$ cat src/rtl/load_unit_pkg.sv
// Shared definitions for the load unit: memory opcodes (loads and stores),
// FSM state type and a small opcode classification helper.
package load_unit_pkg;

    // Memory-access opcodes
    localparam logic [5:0] op_LB  = 6'h20;
    localparam logic [5:0] op_LH  = 6'h21;
    localparam logic [5:0] op_LW  = 6'h23;
    localparam logic [5:0] op_LBU = 6'h24;
    localparam logic [5:0] op_LHU = 6'h25;
    localparam logic [5:0] op_SB  = 6'h28;
    localparam logic [5:0] op_SH  = 6'h29;
    localparam logic [5:0] op_SW  = 6'h2B;

    // Load FSM states
    typedef enum logic [2:0] {
        ST_IDLE  = 3'd0,
        ST_REQ   = 3'd1,
        ST_WAIT  = 3'd2,
        ST_DONE  = 3'd3,
        ST_DRAIN = 3'd4
    } ld_state_t;

    // True for the five opcodes the load unit acts upon
    function automatic logic is_load(input logic [5:0] op);
        return (op == op_LB) || (op == op_LBU) || (op == op_LH) ||
               (op == op_LHU) || (op == op_LW);
    endfunction

endpackage

$ cat src/rtl/load_extract.sv
// Combinational load-data extraction: selects the byte/half/word addressed
// by the captured offset and sign- or zero-extends it to 32 bits.
module load_extract
    import load_unit_pkg::*;
(
    input  logic [5:0]  op,
    input  logic [1:0]  offset,
    input  logic [31:0] word,
    output logic [31:0] result
);

    logic [7:0]  lanes [4];
    logic [7:0]  byte_sel;
    logic [15:0] half_sel;

    genvar gi;
    generate
        for (gi = 0; gi < 4; gi++) begin : g_lane
            assign lanes[gi] = word[gi*8 +: 8];
        end
    endgenerate

    // Pick the addressed byte/half, then extend according to the opcode
    always_comb begin
        byte_sel = lanes[offset];
        half_sel = offset[1] ? word[31:16] : word[15:0];
        result   = 32'd0;
        case (op)
            op_LB:   result = {{24{byte_sel[7]}}, byte_sel};
            op_LBU:  result = {24'd0, byte_sel};
            op_LH:   result = {{16{half_sel[15]}}, half_sel};
            op_LHU:  result = {16'd0, half_sel};
            op_LW:   result = word;
            default: result = 32'd0;
        endcase
    end

endmodule

$ cat src/rtl/load_unit.sv
// MEM-stage load unit: issues one bus read per load, waits for the data,
// extracts/extends it and presents a one-cycle result. A flush while the
// read is outstanding drains the returning data without producing a result.
// Optional feature: define ADEL_DETECT_EN to flag misaligned loads (adelM)
// and suppress their issue.
module load_unit
    import load_unit_pkg::*;
(
    input  logic        clk,
    input  logic        rst,
    input  logic        ld_validM,
    input  logic [5:0]  opM,
    input  logic [31:0] aluoutM,
    input  logic        flushM,
    output logic        data_req,
    output logic [31:0] data_addr,
    input  logic        data_addr_ok,
    input  logic [31:0] data_rdata,
    input  logic        data_data_ok,
    output logic [31:0] resultM,
    output logic        result_validM,
    output logic        ld_stall,
    output logic        adelM,
    output logic [31:0] badvaddrM
);

    ld_state_t   state_reg;
    logic        data_req_reg;
    logic [31:0] data_addr_reg;
    logic [31:0] result_reg;
    logic        result_valid_reg;
    logic [1:0]  off_reg;
    logic [5:0]  op_reg;

    logic [1:0]  offset;
    logic        load_op;
    logic        issue;
    logic [31:0] extracted;

    assign offset  = aluoutM[1:0];
    assign load_op = is_load(opM);

`ifdef ADEL_DETECT_EN
    // Halfword loads need a[0]=0, word loads need a=0
    assign adelM     = ld_validM & ((((opM == op_LH) | (opM == op_LHU)) & offset[0]) |
                                    ((opM == op_LW) & (offset != 2'd0)));
    assign badvaddrM = adelM ? aluoutM : 32'd0;
`else
    assign adelM     = 1'b0;
    assign badvaddrM = 32'd0;
`endif

    assign issue = (state_reg == ST_IDLE) & ld_validM & load_op & ~flushM & ~adelM;

    // Stall from the issue cycle until the data is back; released in DONE
    assign ld_stall = ~rst & (issue | (state_reg == ST_REQ) |
                              (state_reg == ST_WAIT) | (state_reg == ST_DRAIN));

    assign data_req      = data_req_reg;
    assign data_addr     = data_addr_reg;
    assign resultM       = result_reg;
    assign result_validM = result_valid_reg;

    // Extraction works on the offset/op captured at issue, not the live inputs
    load_extract u_extract (
        .op     (op_reg),
        .offset (off_reg),
        .word   (data_rdata),
        .result (extracted)
    );

    // Load FSM with registered bus request, address and result
    always_ff @(posedge clk or posedge rst) begin
        if (rst) begin
            state_reg        <= ST_IDLE;
            data_req_reg     <= 1'b0;
            data_addr_reg    <= 32'd0;
            result_reg       <= 32'd0;
            result_valid_reg <= 1'b0;
            off_reg          <= 2'd0;
            op_reg           <= 6'd0;
        end else begin
            case (state_reg)
                ST_IDLE: begin
                    result_valid_reg <= 1'b0;
                    if (issue) begin
                        state_reg     <= ST_REQ;
                        data_req_reg  <= 1'b1;
                        data_addr_reg <= {aluoutM[31:2], 2'b00};
                        off_reg       <= offset;
                        op_reg        <= opM;
                    end
                end
                ST_REQ: begin
                    // An accepted request must complete, so addr_ok wins over flush
                    if (data_addr_ok) begin
                        state_reg    <= ST_WAIT;
                        data_req_reg <= 1'b0;
                    end else if (flushM) begin
                        state_reg    <= ST_IDLE;
                        data_req_reg <= 1'b0;
                    end
                end
                ST_WAIT: begin
                    if (data_data_ok) begin
                        state_reg        <= ST_DONE;
                        result_reg       <= extracted;
                        result_valid_reg <= 1'b1;
                    end else if (flushM) begin
                        state_reg <= ST_DRAIN;
                    end
                end
                ST_DONE: begin
                    state_reg        <= ST_IDLE;
                    result_valid_reg <= 1'b0;
                end
                ST_DRAIN: begin
                    if (data_data_ok) begin
                        state_reg <= ST_IDLE;
                    end
                end
                default: begin
                    state_reg        <= ST_IDLE;
                    data_req_reg     <= 1'b0;
                    result_valid_reg <= 1'b0;
                end
            endcase
        end
    end

endmodule

$ cat config.mk
export PLATFORM = sky130hd
export DESIGN_NAME = load_unit
export DESIGN_NICKNAME = d
export VERILOG_FILES = /design/src/rtl/load_unit_pkg.sv /design/src/rtl/load_extract.sv /design/src/rtl/load_unit.sv
export SDC_FILE = /design/constraint.sdc
export NUM_CORES = 1
export LEC_CHECK = 0
export CAP_MARGIN = 20
export CORE_MARGIN = 10
export CORE_UTILIZATION = 40
export DETAILED_ROUTE_END_ITERATION = 8
export PLACE_DENSITY = 0.78
export SLEW_MARGIN = 20
export SYNTH_ARGS = -nofsm -noshare
export SYNTH_HDL_FRONTEND = slang
export SYNTH_SLANG_ARGS = --single-unit
$ cat constraint.sdc
create_clock -name clk -period 4.75 [get_ports clk]
set_clock_uncertainty 0.2 [all_clocks]
set_input_delay 0.7125 -clock clk [delete_from_list [all_inputs] [get_ports clk]]
set_output_delay 0.7125 -clock clk [all_outputs]
set_load 0.05 [all_outputs]
Word-level counts from Yosys, hierarchy flattened
Cells that the tools add are included.
{"block": "word_totals", "rom_bits": 0, "ramBits": 0, "register_bits": 75, "inputBits": 76, "memories": 0, "latchBits": 0, "output_inout_bits": 100}
{"block": "op_classes", "bitwise": 12, "eq_ne": 19, "shifts": 0, "n_lt_le_gt_ge": 1, "n_mux": 18, "n_reduce_logical": 12, "n_mul": 0, "div_mod_pow": 0, "addsub": 0}
{"cell": "case mux 32 bit (5 select lines)", "n": 1}
{"cell": "equality test 6 bit (second input constant)", "n": 10}
{"cell": "two-way mux 3 bit", "n": 6}
{"cell": "binary-select mux 8 bit (select 2 bit)", "n": 1}
{"cell": "two-way mux 16 bit", "n": 1}
{"cell": "two-way mux 8 bit", "n": 2}
{"cell": "case mux 3 bit (4 select lines)", "n": 1}
{"cell": "equality test 3 x 2 -> 1 bit (second input constant)", "n": 2}
{"cell": "!= test 2 bit (second input constant)", "n": 3}
{"cell": "!= test 3 bit (second input constant)", "n": 2}
{"cell": "AND reduction 2 bit", "n": 3}
{"cell": "bitwise AND 1 bit", "n": 4}
{"cell": "logical OR 1 bit", "n": 4}
{"cell": "two-way mux 1 bit", "n": 4}
{"cell": "NOT 1 bit", "n": 4}
{"cell": "AND reduction 4 bit", "n": 1}
{"cell": "equality test 3 x 1 -> 1 bit (second input constant)", "n": 1}
{"cell": "equality test 3 bit (second input constant)", "n": 1}
{"cell": ">= comparator 3 bit (second input constant)", "n": 1}
{"cell": "logical NOT 3 bit", "n": 1}
{"cell": "NOT 2 -> 3 bit", "n": 1}
{"cell": "OR 1 bit", "n": 3}
{"cell": "case mux 1 bit (3 select lines)", "n": 1}
{"cell": "AND reduction 3 bit", "n": 1}
{"cell": "other kinds (3)", "n": 3}

Depth between registers and ports, before layout
Gate-level depths: netlist (run 1).
{"block": "depth", "word_depth": 11, "ltp_mapped": 7, "depth_no_buf": 4}

Modules after synthesis
Synthesis (run 1) repeated with hierarchy kept, for this count alone.
{"block": "hier_totals", "cells_unflattened": 307, "hier_area_um2": 4035.1}
{"mod": "load_unit", "area_each_um2": 3374.5, "cells_per_inst": 223, "seq_area_each_um2": 1876.8, "n_inst": 1}
{"mod": "load_extract", "area_each_um2": 660.6, "cells_per_inst": 84, "seq_area_each_um2": 0.0, "n_inst": 1}

Worst setup path before layout (run 1)
Ideal clock, no wire load.
{"block": "synth_path", "path_kind": "input-to-output", "startpoint": "input rst", "endpoint": "output ld_stall", "arrival_time_ps": 2852, "path_buffers": 0, "slack_ps": 985, "cell_stages": 2, "path_cell_list": "inv_1 -> o21a_1"}
{"block": "synth_via", "elab_chain_len": 2}
{"item": "start, declared", "line": "load_unit.sv:10", "rtl": "input logic rst,"}
{"item": "NOT 1 bit", "line": "load_unit.sv:56", "rtl": "assign ld_stall = ~rst & (issue | (state_reg == ST_REQ) |"}
{"item": "bitwise AND 1 bit", "line": "load_unit.sv:56"}
{"item": "end, declared", "line": "load_unit.sv:22", "rtl": "output logic ld_stall,"}
No other way between the ends.

Worst setup path after layout (run 1)
{"block": "layout_path", "startpoint": "input flushM", "endpoint": "output ld_stall"}
{"block": "layout_via", "elab_chain_len": 6}
{"item": "start, declared", "line": "load_unit.sv:14", "rtl": "input logic flushM,"}
{"item": "NOT 1 bit", "line": "load_unit.sv:53", "rtl": "assign issue = (state_reg == ST_IDLE) & ld_validM & load_op & ~flushM & ~adelM;"}
{"item": "bitwise AND 1 bit", "line": "load_unit.sv:53"}
{"item": "OR 1 bit (2 in series)", "line": "load_unit.sv:56"}
{"item": "OR 1 bit", "line": "load_unit.sv:57", "rtl": "(state_reg == ST_WAIT) | (state_reg == ST_DRAIN));"}
{"item": "bitwise AND 1 bit", "line": "load_unit.sv:56"}
No other way between the ends.

==> flow_metrics.py, run 1 <==
metrics = {
    "synth": {
        "syn-instance-count": 345,
        "synth_seq_cells": 75,
        "yosysMostFrequentCell": "dfrtp_1",
        "synth_area_leaders": "dfrtp_1 (49%), mux2_2 (16%), buf_4 (6.9%)",
        "synth_edf_count": 0,
        "yosysTopAreaCellShare_pct": 49.1,
        "syn-mean-instance-area_um2": 11.1,
        "yosys_warnings": 0,
        "ys_seq_area_share_pct": 49.1,
        "syn_area_um2": 3820,
        "yosys.area_share.adder_pct": 0,
        "synth_ff_type": "dfrtp_1",
        "synth_compound_area_share_pct": 13.3,
        "ys_types": 42,
        "synth_top_family_by_area": "multiplexers",
        "synth_xor_area_share_pct": 0.229,
        "synth_simple_gate_area_share_pct": 9.36,
        "netlist_top_cells_count": "dfrtp_1 (75), mux2_2 (55), nor2_1 (38)",
        "async_flop_share_pct": 100,
        "synth_area_leader_cell": "dfrtp_1",
        "synth_mux_area_share_pct": 17.6,
    },
    "final_layout": {
        "n_fill_cell": 816,
        "antenna_cells": 0,
        "fin_area_um2": 5390,
        "utilization_pct": 58.1,
        "fin_nets": 551,
        "synthToLayoutAreaGrowth_pct": 41.1,
        "largest_register_ff_count": 32,
        "drive_gt1_share_pct": 18.3,
    },
    "clock_tree": {
        "cts_buffers": 9,
        "cts-hold-fix-buffers": 0,
        "insertion_delay_ns": 0.34,
        "post-cts-setup-buffer-count": 0,
        "htree_num_levels": 3,
        "ctsRootBufferMaster": "clkbuf_8",
        "clk_pin_slew_ns": 0.08,
        "clock_sinks": 75,
        "cts-resized-gates": 0,
        "cts_buffer_depth": 2,
        "cts_tree": "yes",
    },
    "critical_path": {
        "crit_chain": "clkdlybuf4s50_1, or4b_4, a2111oi_4, o21a_1, buf_4",
        "crit_fanout": 5,
        "max_stage_delay_ns": 0.54,
        "worstSetupEndpointType": "primary output",
        "startpoint": "flushM",
        "critical_path_arrival_ns": 2.48,
        "cp.required_ns": 3.84,
        "worst_setup_path_start_kind": "input port",
        "slowest_stage": "or4b_4",
        "reg2reg_from": "off_reg[1]$_DFFE_PP0P_",
        "critical_path_class": "input port to primary output",
    },
    "sta": {
        "slew_violations": 0,
        "timing.setup.tns_ns": 0,
        "setup_violations": 0,
        "period_minus_slack_ns": 3.39,
        "fmax_mhz": 295,
        "slew-limit-headroom_pct": 29.1,
        "period_share_pct": 71.4,
        "worst_pin_slew_ns": 1.06,
        "hold_viol": 0,
        "finalWorstSetupSlack_ns": 1.36,
        "rsz0062_at_grt": "no",
    },
    "route": {
        "drtIter0Drc": 216,
        "drc": 0,
        "ant_nets": 0,
        "wl_per_cell_um": 18.3,
        "routed_via_density": 5.04,
        "vias": 3070,
        "totalWireLength_mm": 11.1,
        "first_pass_iters": 6,
    },
    "run_status": {
        "outcome": "completed",
    },
    "grt": {
        "grt.overflow.total": 0,
        "grt_pass1_vias": 3301,
        "grt_pass1_wl_mm": 17.5,
        "antenna_found_initial": 1,
        "grt_use_total_pct": 15.4,
        "grt_max_degree": 53,
    },
    "placement": {
        "numPortBuffers": 140,
        "placed_area_um2": 5160,
        "place_congestion": 0.868,
        "place_ws_ns": 1.36,
        "hpwlAfterDp_mm": 8.53,
    },
    "power": {
        "p_int_w": 0.00191,
        "switching_share_pct": 47.2,
        "pwr-share-seq_pct": 29.8,
        "peakVddDrop_v": 0.000429,
        "power_density_nw_per_um2": 669,
        "power_w": 0.00361,
        "power_leakage_nw": 2.27,
        "p_clk_share_pct": 15.5,
        "pwr-share-comb_pct": 54.6,
        "p_switching_w": 0.00170,
    },
    "floorplanning": {
        "die-area_um2": 13900,
        "num_rows": 35,
        "initial_core_util_pct": 41.2,
        "die_h_um": 118,
        "core_area_um2": 9280,
        "die_x_um": 118,
        "io_pins": 176,
    },
    "min_path": {
        "hold_path.class": "flip-flop to flip-flop",
        "min_from": "data_addr[31]$_DFFE_PP0P_",
    },
    "job": {
        "maxCapViolCount": 0,
    },
}
## placed cells by master, fill, tap and decap left out, drive strengths merged, types with 6 or more instances in the layout
cell type / instances
mux2: 57
conb: 35
a21oi: 25
a222oi: 6
o21ai: 27
a221oi: 8
nand2: 8
clkdlybuf4s50: 139
dfrtp: 75
nor2: 38
clkbuf: 9
## critical path, delay by kind of cell
kind	cells	cell delay, ns
buf+inv	2	0.67
compound gates	2	0.56
simple gates	1	0.54
## metal layers
layer | global-route usage (%) | share of wire [%] | vias up
li1 | - | - | 1420
met1 | 16.9 | 38 | 1475
met2 | 23.9 | 45 | 162
met3 | 11.0 | 16 | 11
met4 | 3.32 | 0.94 | 2
met5 | 0 | 0.12 | -
## cell type report
class	instances	area (um^2)	area share [%]
Inverter	2	7.51	0.139
Tap cell	129	161	2.99
Sequential cell	75	1880	34.8
Clock inverter	7	98.8	1.83
Multi-Input combinational cell	244	1700	31.6
Timing Repair Buffer	143	1420	26.4
Clock buffer	9	124	2.30
## power groups by stage
stage,Sequential [W],Combinational (W),Clock [W]
6_report,0.00108,0.00197,0.000560
5_1_grt,0.00112,0.00208,0.000601
4_1_cts,0.00108,0.00199,0.000570
3_5_place_dp,0.00109,0.00198,0
3_3_place_gp,0.00107,0.00196,0
2_1_floorplan,0.00180,0.000614,0
## per-stage QoR
stage | std cells | hold WS (ns)
global placement | 593 | 0.270
detailed placement | 593 | 0.278
finish | 609 | 0.292
CTS | 609 | 0.300
global route | 609 | 0.323
floorplan | 379 | 0.261
## cells by family after synthesis
family                    count (synthesis)
buffers and inverters                    60
muxes                                    59
DFF                                      75
xor gates and xnor gates                  1
AOI/OAI and AO/OA                        78
and+or+nand+nor                          71
other                                     1
## path summary, 6_finish.rpt
| path | endpoint | slack [ns] | cells after the start |
|---|---|---|---|
| setup / recovery | ld_stall | 1.36 | 5 |
| hold / removal | data_addr[31]$_DFFE_PP0P_ | 0.29 | 1 |
| setup reg to reg | resultM[21]$_DFFE_PP0P_ | 1.89 | 4 |
| hold reg to reg | data_addr[31]$_DFFE_PP0P_ | 0.29 | 1 |
| max in group asynchronous | resultM[12]$_DFFE_PP0P_ | 2.76 | 3 |
| min in group asynchronous | data_addr[8]$_DFFE_PP0P_ | 0.53 | 2 |
(Power assumes the default switching activity.)
==> inputs of run 2 (changes only) <==
Clock period 4.75 ns to 3.2 ns, I/O delays scaled along.
==> run 2 against run 1 <==
Compared with the run above: count of clock-buffer cells in the layout is 2 higher; setup slack worse by 1.1 ns; via count is 0.33% higher; core utilization is 0.73 points higher; design area is 1.3% higher; sequential share of layout area is 0.43 points lower; total power is 51% higher; global-route usage is 0.074 points higher; non-clock buffer count is 5 higher; first-iteration DRC count is 32% lower; flip-flop and latch count stayed put.
==> flow_metrics.py, run 2 (synthesis gave the netlist of run 1 again) <==
metrics = {
    "grt": {
        "grt_pass1_vias": 3232,
        "antenna_found_initial": 1,
        "grt_pass1_wl_mm": 17.6,
        "grt_use_total_pct": 15.5,
        "grt_max_degree": 76,
        "grt.overflow.total": 0,
    },
    "critical_path": {
        "crit_fanout": 5,
        "reg2reg_from": "state_reg[2]$_DFFE_PP0P_",
        "worst-r2r-cell-count": 4,
        "worst_setup_path_start_kind": "input port",
        "cp.required_ns": 2.52,
        "crit-reg2reg-capture": "resultM[8]$_DFFE_PP0P_",
        "critical_path_arrival_ns": 2.28,
        "worstSetupEndpointType": "primary output",
        "critical_path_class": "input port to primary output",
        "reg2reg_setup_slack_ns": 0.88,
    },
    "route": {
        "vias": 3080,
        "first_pass_iters": 5,
        "ant_nets": 0,
        "totalWireLength_mm": 11.2,
        "drtIter0Drc": 147,
        "wl_per_cell_um": 18.2,
        "drc": 0,
        "routed_via_density": 5.02,
    },
    "clock_tree": {
        "htree_num_levels": 3,
        "clock_sinks": 75,
        "insertion_delay_ns": 0.33,
        "cts-resized-gates": 0,
        "cts_buffer_depth": 2,
        "cts_buffers": 9,
        "clk_pin_slew_ns": 0.07,
        "ctsRootBufferMaster": "clkbuf_8",
        "cts_tree": "yes",
        "post-cts-setup-buffer-count": 0,
        "cts-hold-fix-buffers": 0,
    },
    "floorplanning": {
        "initial_core_util_pct": 41.2,
        "die_x_um": 118,
        "num_rows": 35,
        "die_h_um": 118,
        "core_area_um2": 9280,
        "io_pins": 176,
        "die-area_um2": 13900,
    },
    "sta": {
        "timing.setup.tns_ns": 0,
        "fmax_mhz": 338,
        "period_share_pct": 92.4,
        "slew-limit-headroom_pct": 37.5,
        "setup_violations": 0,
        "worst_pin_slew_ns": 0.937,
        "slew_violations": 0,
        "period_minus_slack_ns": 2.96,
        "hold_viol": 0,
        "rsz0062_at_grt": "no",
    },
    "min_path": {
        "holdPathEnd": "data_addr[31]$_DFFE_PP0P_",
        "min_path_cells": 1,
        "hold_path.class": "flip-flop to flip-flop",
        "min_from": "data_addr[31]$_DFFE_PP0P_",
    },
    "final_layout": {
        "antenna_cells": 0,
        "fin_area_um2": 5460,
        "final_common_cell": "clkdlybuf4s50_1",
        "final_cell_mix": "clkdlybuf4s50_1 (139), dfrtp_1 (75), mux2_2 (55), nor2_1 (37), conb_1 (35)",
        "largest_register_ff_count": 32,
        "fin_nets": 556,
        "n_fill_cell": 793,
        "synthToLayoutAreaGrowth_pct": 42.9,
        "utilization_pct": 58.8,
        "drive_gt1_share_pct": 19.0,
    },
    "job": {
        "maxCapViolCount": 0,
    },
    "power": {
        "power_density_nw_per_um2": 996,
        "peakVddDrop_v": 0.000509,
        "power_leakage_nw": 2.31,
    },
    "placement": {
        "place_congestion": 0.842,
        "placed_area_um2": 5220,
        "hpwlAfterDp_mm": 8.81,
        "numPortBuffers": 140,
    },
    "run_status": {
        "outcome": "completed",
    },
}
## run 2: cell count changes in the layout (fill, tap and decap cells not counted), sizes merged
cell / previous run / this run
inv: 4 / 1
clkbuf: 9 / 11
buf: 4 / 9
bufinv: 2 / 3
## run 2: how the worst max path moves through the flow
stage	from	to	cells past startpoint
after global routing	flushM	ld_stall	5
after global placement	flushM	data_addr[12]$_DFFE_PP0P_	5
final	flushM	ld_stall	5
after detailed placement	flushM	data_addr[19]$_DFFE_PP0P_	5
after CTS	flushM	ld_stall	5
after floorplan	opM[3]	ld_stall	4
## run 2: metal layers
layer  part of all wire, %  global-route usage (%)  wire length [um]
met2                    46                    24.7              5120
met5                 0.081                       0                 9
met1                    38                    16.1              4250
met4                  0.98                    4.02               110
met3                    15                    11.1              1690
## run 2: area by class of cell
| cell class | instances | area (um^2) | share of cell area (%) |
|---|---|---|---|
| tap | 129 | 161 | 2.96 |
| multi-input combinational | 244 | 1700 | 31.1 |
| clock buffer | 11 | 141 | 2.59 |
| sequential | 75 | 1880 | 34.4 |
| clock inverter | 5 | 100 | 1.83 |
| inverter | 2 | 11.3 | 0.206 |
| timing repair buffer | 148 | 1470 | 27.0 |
## run 2: power by group
| group | internal [W] | total, W | switching, W |
|---|---|---|---|
| logic | 0.00109 | 0.00295 | 0.00186 |
| registers | 0.00132 | 0.00161 | 0.000290 |
| clock network | 0.000538 | 0.000880 | 0.000342 |
| total | 0.00295 | 0.00544 | 0.00249 |
## run 2: metrics by stage
stage               std cells  hold WS, ns  setup slack [ns]  total power (W)
CTS                       614        0.313             0.231          0.00549
floorplan                 379        0.261             0.382          0.00358
global route              614        0.334             0.178          0.00573
finish                    614        0.309             0.244          0.00544
global placement          598        0.269             0.266          0.00453
detailed placement        598        0.294             0.192          0.00460
## run 2: critical path, cell delays in order
cell and delay (ns):
clkdlybuf4s50_1 0.49, or4b_4 0.54, a2111oi_4 0.39, o21a_1 0.23
buf_12 0.15
